$ cat config.mk
export PLATFORM = sky130hd
export DESIGN_NAME = activation_array
export DESIGN_NICKNAME = d
export VERILOG_FILES = /design/src/rtl/activation_array.sv
export SDC_FILE = /design/constraint.sdc
export NUM_CORES = 1
export LEC_CHECK = 0
export ABC_AREA = 1
export CORE_ASPECT_RATIO = 0.75
export CORE_MARGIN = 2
export CORE_UTILIZATION = 48
export CTS_BUF_LIST = sky130_fd_sc_hd__clkbuf_2 sky130_fd_sc_hd__clkbuf_4 sky130_fd_sc_hd__clkbuf_8
export DETAILED_ROUTE_END_ITERATION = 10
export PLACE_DENSITY = 0.81
export RECOVER_POWER = 25
export SLEW_MARGIN = 20
export SYNTH_ARGS = -nofsm -noshare
export SYNTH_HDL_FRONTEND = slang
export SYNTH_SLANG_ARGS = --single-unit
$ cat constraint.sdc
create_clock -name clk -period 3.1 [get_ports clk]
set_input_delay 0.62 -clock clk [delete_from_list [all_inputs] [get_ports clk]]
set_output_delay 0.62 -clock clk [all_outputs]
set_load 0.005 [all_outputs]
$ cat src/rtl/activation_array.sv
`default_nettype none
// ============================================================================
// activation_array : captures LANES signed operands, applies a selectable
// activation and streams results lane by lane into a parallel result bank.
// Revision 1.0
// ============================================================================
module activation_array #(
  parameter int LANES       = 4,
  parameter int DW          = 16,
  parameter int LEAKY_SHIFT = 3
) (
  input  logic                     clk,
  input  logic                     rst,
  input  logic                     start,
  input  logic [1:0]               mode,
  input  logic [DW-1:0]            clamp_max,
  input  logic [LANES-1:0][DW-1:0] din,
  output logic                     busy,
  output logic [LANES-1:0][DW-1:0] dout,
  output logic                     out_valid,
  input  logic                     out_ready,
  output logic [DW-1:0]            out_data,
  output logic                     out_last,
  output logic                     done
);

  localparam int            IW       = (LANES > 1) ? $clog2(LANES) : 1;
  localparam logic [IW-1:0] LAST_IDX = IW'(LANES - 1);

  typedef enum logic [1:0] {
    IDLE = 2'd0,
    RUN  = 2'd1,
    DONE = 2'd2
  } state_t;

  state_t                   state_q, state_d;
  logic [IW-1:0]            idx_q, idx_d;
  logic [LANES-1:0][DW-1:0] lanes_q;
  logic [1:0]               mode_q;
  logic [DW-1:0]            clamp_q;
  logic [LANES-1:0][DW-1:0] dout_q;
  logic [DW-1:0]            hold_q;
  logic                     capture;
  logic                     xfer;
  logic [DW-1:0]            act_val;

  function automatic logic [DW-1:0] activate(
    input logic [1:0]           m,
    input logic signed [DW-1:0] x,
    input logic signed [DW-1:0] cmax
  );
    logic signed [DW-1:0] c;
    logic signed [DW-1:0] r;
    // A negative ceiling collapses the clamp window to exactly zero.
    c = cmax[DW-1] ? '0 : cmax;
    r = x;
    case (m)
      2'b01:   r = x[DW-1] ? '0 : x;
      2'b10:   r = x[DW-1] ? (x >>> LEAKY_SHIFT) : x;
      2'b11: begin
        if (x[DW-1])   r = '0;
        else if (x > c) r = c;
        else           r = x;
      end
      default: r = x;
    endcase
    return r;
  endfunction

  assign act_val = activate(mode_q, lanes_q[idx_q], clamp_q);

  always_comb begin
    state_d = state_q;
    idx_d   = idx_q;
    capture = 1'b0;
    xfer    = 1'b0;
    case (state_q)
      IDLE: begin
        if (start) begin
          capture = 1'b1;
          idx_d   = '0;
          state_d = RUN;
        end
      end
      RUN: begin
        if (out_ready) begin
          xfer = 1'b1;
          if (idx_q == LAST_IDX) state_d = DONE;
          else                   idx_d   = idx_q + 1'b1;
        end
      end
      DONE:    state_d = IDLE;
      default: state_d = IDLE;
    endcase
  end

  always_ff @(posedge clk or negedge rst) begin
    if (!rst) begin
      state_q <= IDLE;
      idx_q   <= '0;
      lanes_q <= '0;
      mode_q  <= '0;
      clamp_q <= '0;
      dout_q  <= '0;
      hold_q  <= '0;
    end else begin
      state_q <= state_d;
      idx_q   <= idx_d;
      if (capture) begin
        lanes_q <= din;
        mode_q  <= mode;
        clamp_q <= clamp_max;
      end
      // Keeps out_data showing the last streamed value once RUN is left.
      if (state_q == RUN) hold_q <= act_val;
      if (xfer) dout_q[idx_q] <= act_val;
    end
  end

  assign busy      = (state_q != IDLE);
  assign out_valid = (state_q == RUN);
  assign out_last  = out_valid && (idx_q == LAST_IDX);
  assign done      = (state_q == DONE);
  assign out_data  = out_valid ? act_val : hold_q;
  assign dout      = dout_q;

endmodule
`default_nettype wire

==> results.sh <==
export IMPL_cp_start_kind="flop"
export IMPL_synthAdderAreaFrac=0.02892
export IMPL_io_pins=170
export IMPL_slew_violations=52
export IMPL_totalWireLength_um=31830
export IMPL_clock_root_buffer="clkbuf_8"
export IMPL_antenna_found_initial=0
export IMPL_rsz0062_at_grt="yes"
export IMPL_post_drt_wl_per_cell_um=19.60
export IMPL_final_common_cell="nand2_1"
export IMPL_drc=0
export IMPL_vias_per_cell=5.740
export IMPL_slew_headroom=-0.9717
export IMPL_syn_to_final_growth_pct=53.95
export IMPL_grt_pass1_wl_um=45400
export IMPL_max_cap_viol_count=1
export IMPL_clock_latency_ns=0.47
export IMPL_multiInputGateArea_um2=4282
export IMPL_final_period_utilization=1.289
export IMPL_seq_area_frac_synth=0.5054
export IMPL_io_buffers=169
export IMPL_fmax_ghz=0.2502
export IMPL_ir_drop_uv=688.3
export IMPL_synth_mux_area_frac=0
export IMPL_syn_nets=1167
export IMPL_syn_area_um2=8219
export IMPL_die_width_um=155.1
export IMPL_slowest_delay_ns=0.45
export IMPL_ant_nets=0
export IMPL_cts_buffer_depth=2
export IMPL_cts_tree="done"
export IMPL_fin_skew_ns=0.01475
export IMPL_dieArea_um2=18200
export IMPL_synth_top_family_by_area="simple AND/OR/NAND/NOR gates"
export IMPL_fp_row_count=41
export IMPL_clk_pin_slew_worst_paths_ns=0.09
export IMPL_status="finished with violations"
export IMPL_synth_compound_area_frac=0.04430
export IMPL_crit_path_frequent_cell="nand2_2"
export IMPL_critical_path_arrival_ns=3.38
export IMPL_end_kind="primary output"
export IMPL_synth_xor_area_share=0
export IMPL_grt_pass1_vias=8801
export IMPL_ys_warn_count=0
export IMPL_tns_ns=-15.92
export IMPL_critPathSlowestCell="dfrtp_2"
export IMPL_crit_path_max_fanout=7
export IMPL_setup_ws_ns=-0.8962
export IMPL_vias=9321
export IMPL_path_buf_inv=8
export IMPL_crit_family="buffers and inverters"
export IMPL_power_density_nw_per_um2=1466
export IMPL_ff_latch_area_um2=4156
export IMPL_grt_ovfl_total=0
export IMPL_setup_viol=24
export IMPL_yosysUniqueCellTypes=26
export IMPL_coreArea_um2=16770
export IMPL_drt_iter0_markers=1228
export IMPL_holdCritPathClass="reg2reg"
export IMPL_htree_levels=4
export IMPL_grt_usage=0.3174
export IMPL_layout_common_cells="nand2_1, dfrtp_1, clkdlybuf4s50_1, buf_4, nand3_1"
export IMPL_postCtsHoldBufs=0
export IMPL_fp_dieH_um=117.3
export IMPL_dp_slack_ns=-0.7296
export IMPL_tightest_slew_ns=2.958
export IMPL_grt_max_degree=79
export IMPL_p_total_mw=18.55
export IMPL_drt_pass1_iterations=5
export IMPL_drive_gt1_frac=0.2910
export IMPL_initial_core_util=0.4900
export IMPL_num_fill_cells=1055
export IMPL_clock_sinks=166
export IMPL_synth_seq_cells=166
export IMPL_fin_crit_ns=3.996
export IMPL_place_gp_congestion=0.9735
export IMPL_nets=1501
export IMPL_synthSimpleGateAreaFrac=0.3692
export IMPL_worst_setup_path_type="reg2out"
export IMPL_syn_inst=1062
export IMPL_avgSynthCellArea_um2=7.739
export IMPL_antenna_cells=0
export IMPL_worstPathCellList="buf_12, buf_6, nand2_1, nand3_1, nand2_1, inv_1, ha_4, and3_4, buf_4, a31oi_4, buf_12, nand2_8, buf_8, buf_6, nand2_2, nand3_2, nand2_2, nand3_2, nand2_2, buf_2"
export IMPL_violations="capacitance limit, slew limit, setup timing"
export IMPL_numCtsBuffers=17
export IMPL_leakage_nw=6.446
export IMPL_critPathRequiredTime_ns=2.48
export IMPL_timing_final_hold_violations=0
export IMPL_hpwl_um=17870
[area by class of cell]
cell class / instances / share of cell area
clock buffer: 24 / 0.02363
multi-input combinational: 800 / 0.3384
inverter: 50 / 0.01602
clock inverter: 8 / 0.007812
timing repair buffer: 358 / 0.2621
sequential: 166 / 0.3285
timing repair inverter: 3 / 0.002274
tap: 215 / 0.02126
[path summary, 6_finish.rpt]
kind | start | to | slack (ns) | cells past startpoint
hold / removal | dout[34]$_DFFE_PN0P_ | dout[34]$_DFFE_PN0P_ | 0.48 | 2
hold reg to reg | dout[34]$_DFFE_PN0P_ | dout[34]$_DFFE_PN0P_ | 0.48 | 2
max in group asynchronous | rst | idx_q[1]$_DFFE_PN0P_ | 0.12 | 1
min in group asynchronous | rst | lanes_q[61]$_DFFE_PN0P_ | 1.11 | 1
setup reg to reg | idx_q[0]$_DFFE_PN0P_ | dout[4]$_DFFE_PN0P_ | -0.79 | 27
setup / recovery | idx_q[0]$_DFFE_PN0P_ | out_data[5] | -0.90 | 20
[worst register-to-register path, cell delays in order, from the launching register on]
cell	delay, ns
dfrtp_2	0.45
buf_12	0.16
buf_6	0.13
nand2_1	0.08
nand3_1	0.08
nand2_1	0.12
inv_1	0.10
ha_4	0.23
and3_4	0.20
buf_4	0.14
a31oi_4	0.23
buf_6	0.14
buf_12	0.12
buf_12	0.11
nand3_2	0.08
nand3_1	0.07
nand2_1	0.07
buf_4	0.14
buf_4	0.12
buf_4	0.12
buf_4	0.12
buf_4	0.12
buf_4	0.12
buf_4	0.12
buf_4	0.13
buf_4	0.14
nand3_2	0.07
nand2_1	0.07
[state kept, by name, indices dropped and copies added (netlist names)]
name	count
idx_q	2
dout	64
state_q	2
lanes_q	64
clamp_q	16
hold_q	16
mode_q	2
[cell usage after synthesis]
cell	number	area [um^2]
o21ai_0	16	80.08
a31oi_4	1	21.27
nor2_4	2	22.52
a21oi_1	27	135.1
nand2_2	26	162.7
inv_1	42	157.7
clkbuf_1	26	97.59
and2_1	1	6.260
buf_4	2	15.01
nor2_1	12	45.04
a32oi_1	10	87.58
buf_2	14	70.07
nand2_1	558	2095
a32oi_2	2	32.53
inv_2	6	22.52
a21o_1	1	7.510
and3_1	1	6.260
dfrtp_1	166	4154
clkinv_1	1	3.750
buf_6	5	56.30
nand2_4	3	33.78
nor2_2	2	12.51
nand3_1	106	530.5
inv_4	1	6.260
nand3_2	12	120.1
ha_1	19	237.7
[timing repair]
action                     CTS  global route
cloned                       7             0
setup buffers               78            29
setup endpoints to repair   16            33
resized for setup          167            83
pin swaps                   58            57
[through the flow]
| stage | cells | hold WS (ns) | utilization | instance area (um^2) |
|---|---|---|---|---|
| after global routing | 1624 | 0.5012 | 0.7543 | 12650 |
| after global placement | 1501 | 0.4643 | 0.6444 | 10810 |
| final | 1624 | 0.4800 | 0.7543 | 12650 |
| after detailed placement | 1501 | 0.4648 | 0.6444 | 10810 |
| after CTS | 1617 | 0.1038 | 0.7304 | 12250 |
| after floorplan | 1062 | 0.3244 | - | 8248 |
[layer usage]
layer  routed length (um)  vias to the layer above  track usage  share of wire
met2                14190                      735       0.4814           0.45
met5                    0                        -            0              0
met3                 3379                      171      0.05987           0.11
met4                 1731                        0       0.1186          0.054
li1                     -                     4012            -              -
met1                12530                     4403       0.4548           0.39
[logic make-up (layout without fill, tap and decap cells)]
family / after synthesis / in the layout
AO/OA/AOI/OAI: 57 / 57
AND/OR/NAND/NOR: 723 / 724
flip-flops: 166 / 166
adder cells (fa/ha/maj): 19 / 19
buffers and inverters: 97 / 443
[report_power, final]
part / internal, mW / switching [mW]
logic: 6.13 / 6.94
clock network: 0.801 / 0.802
registers: 3.18 / 0.709
(Power assumes the default switching activity.)
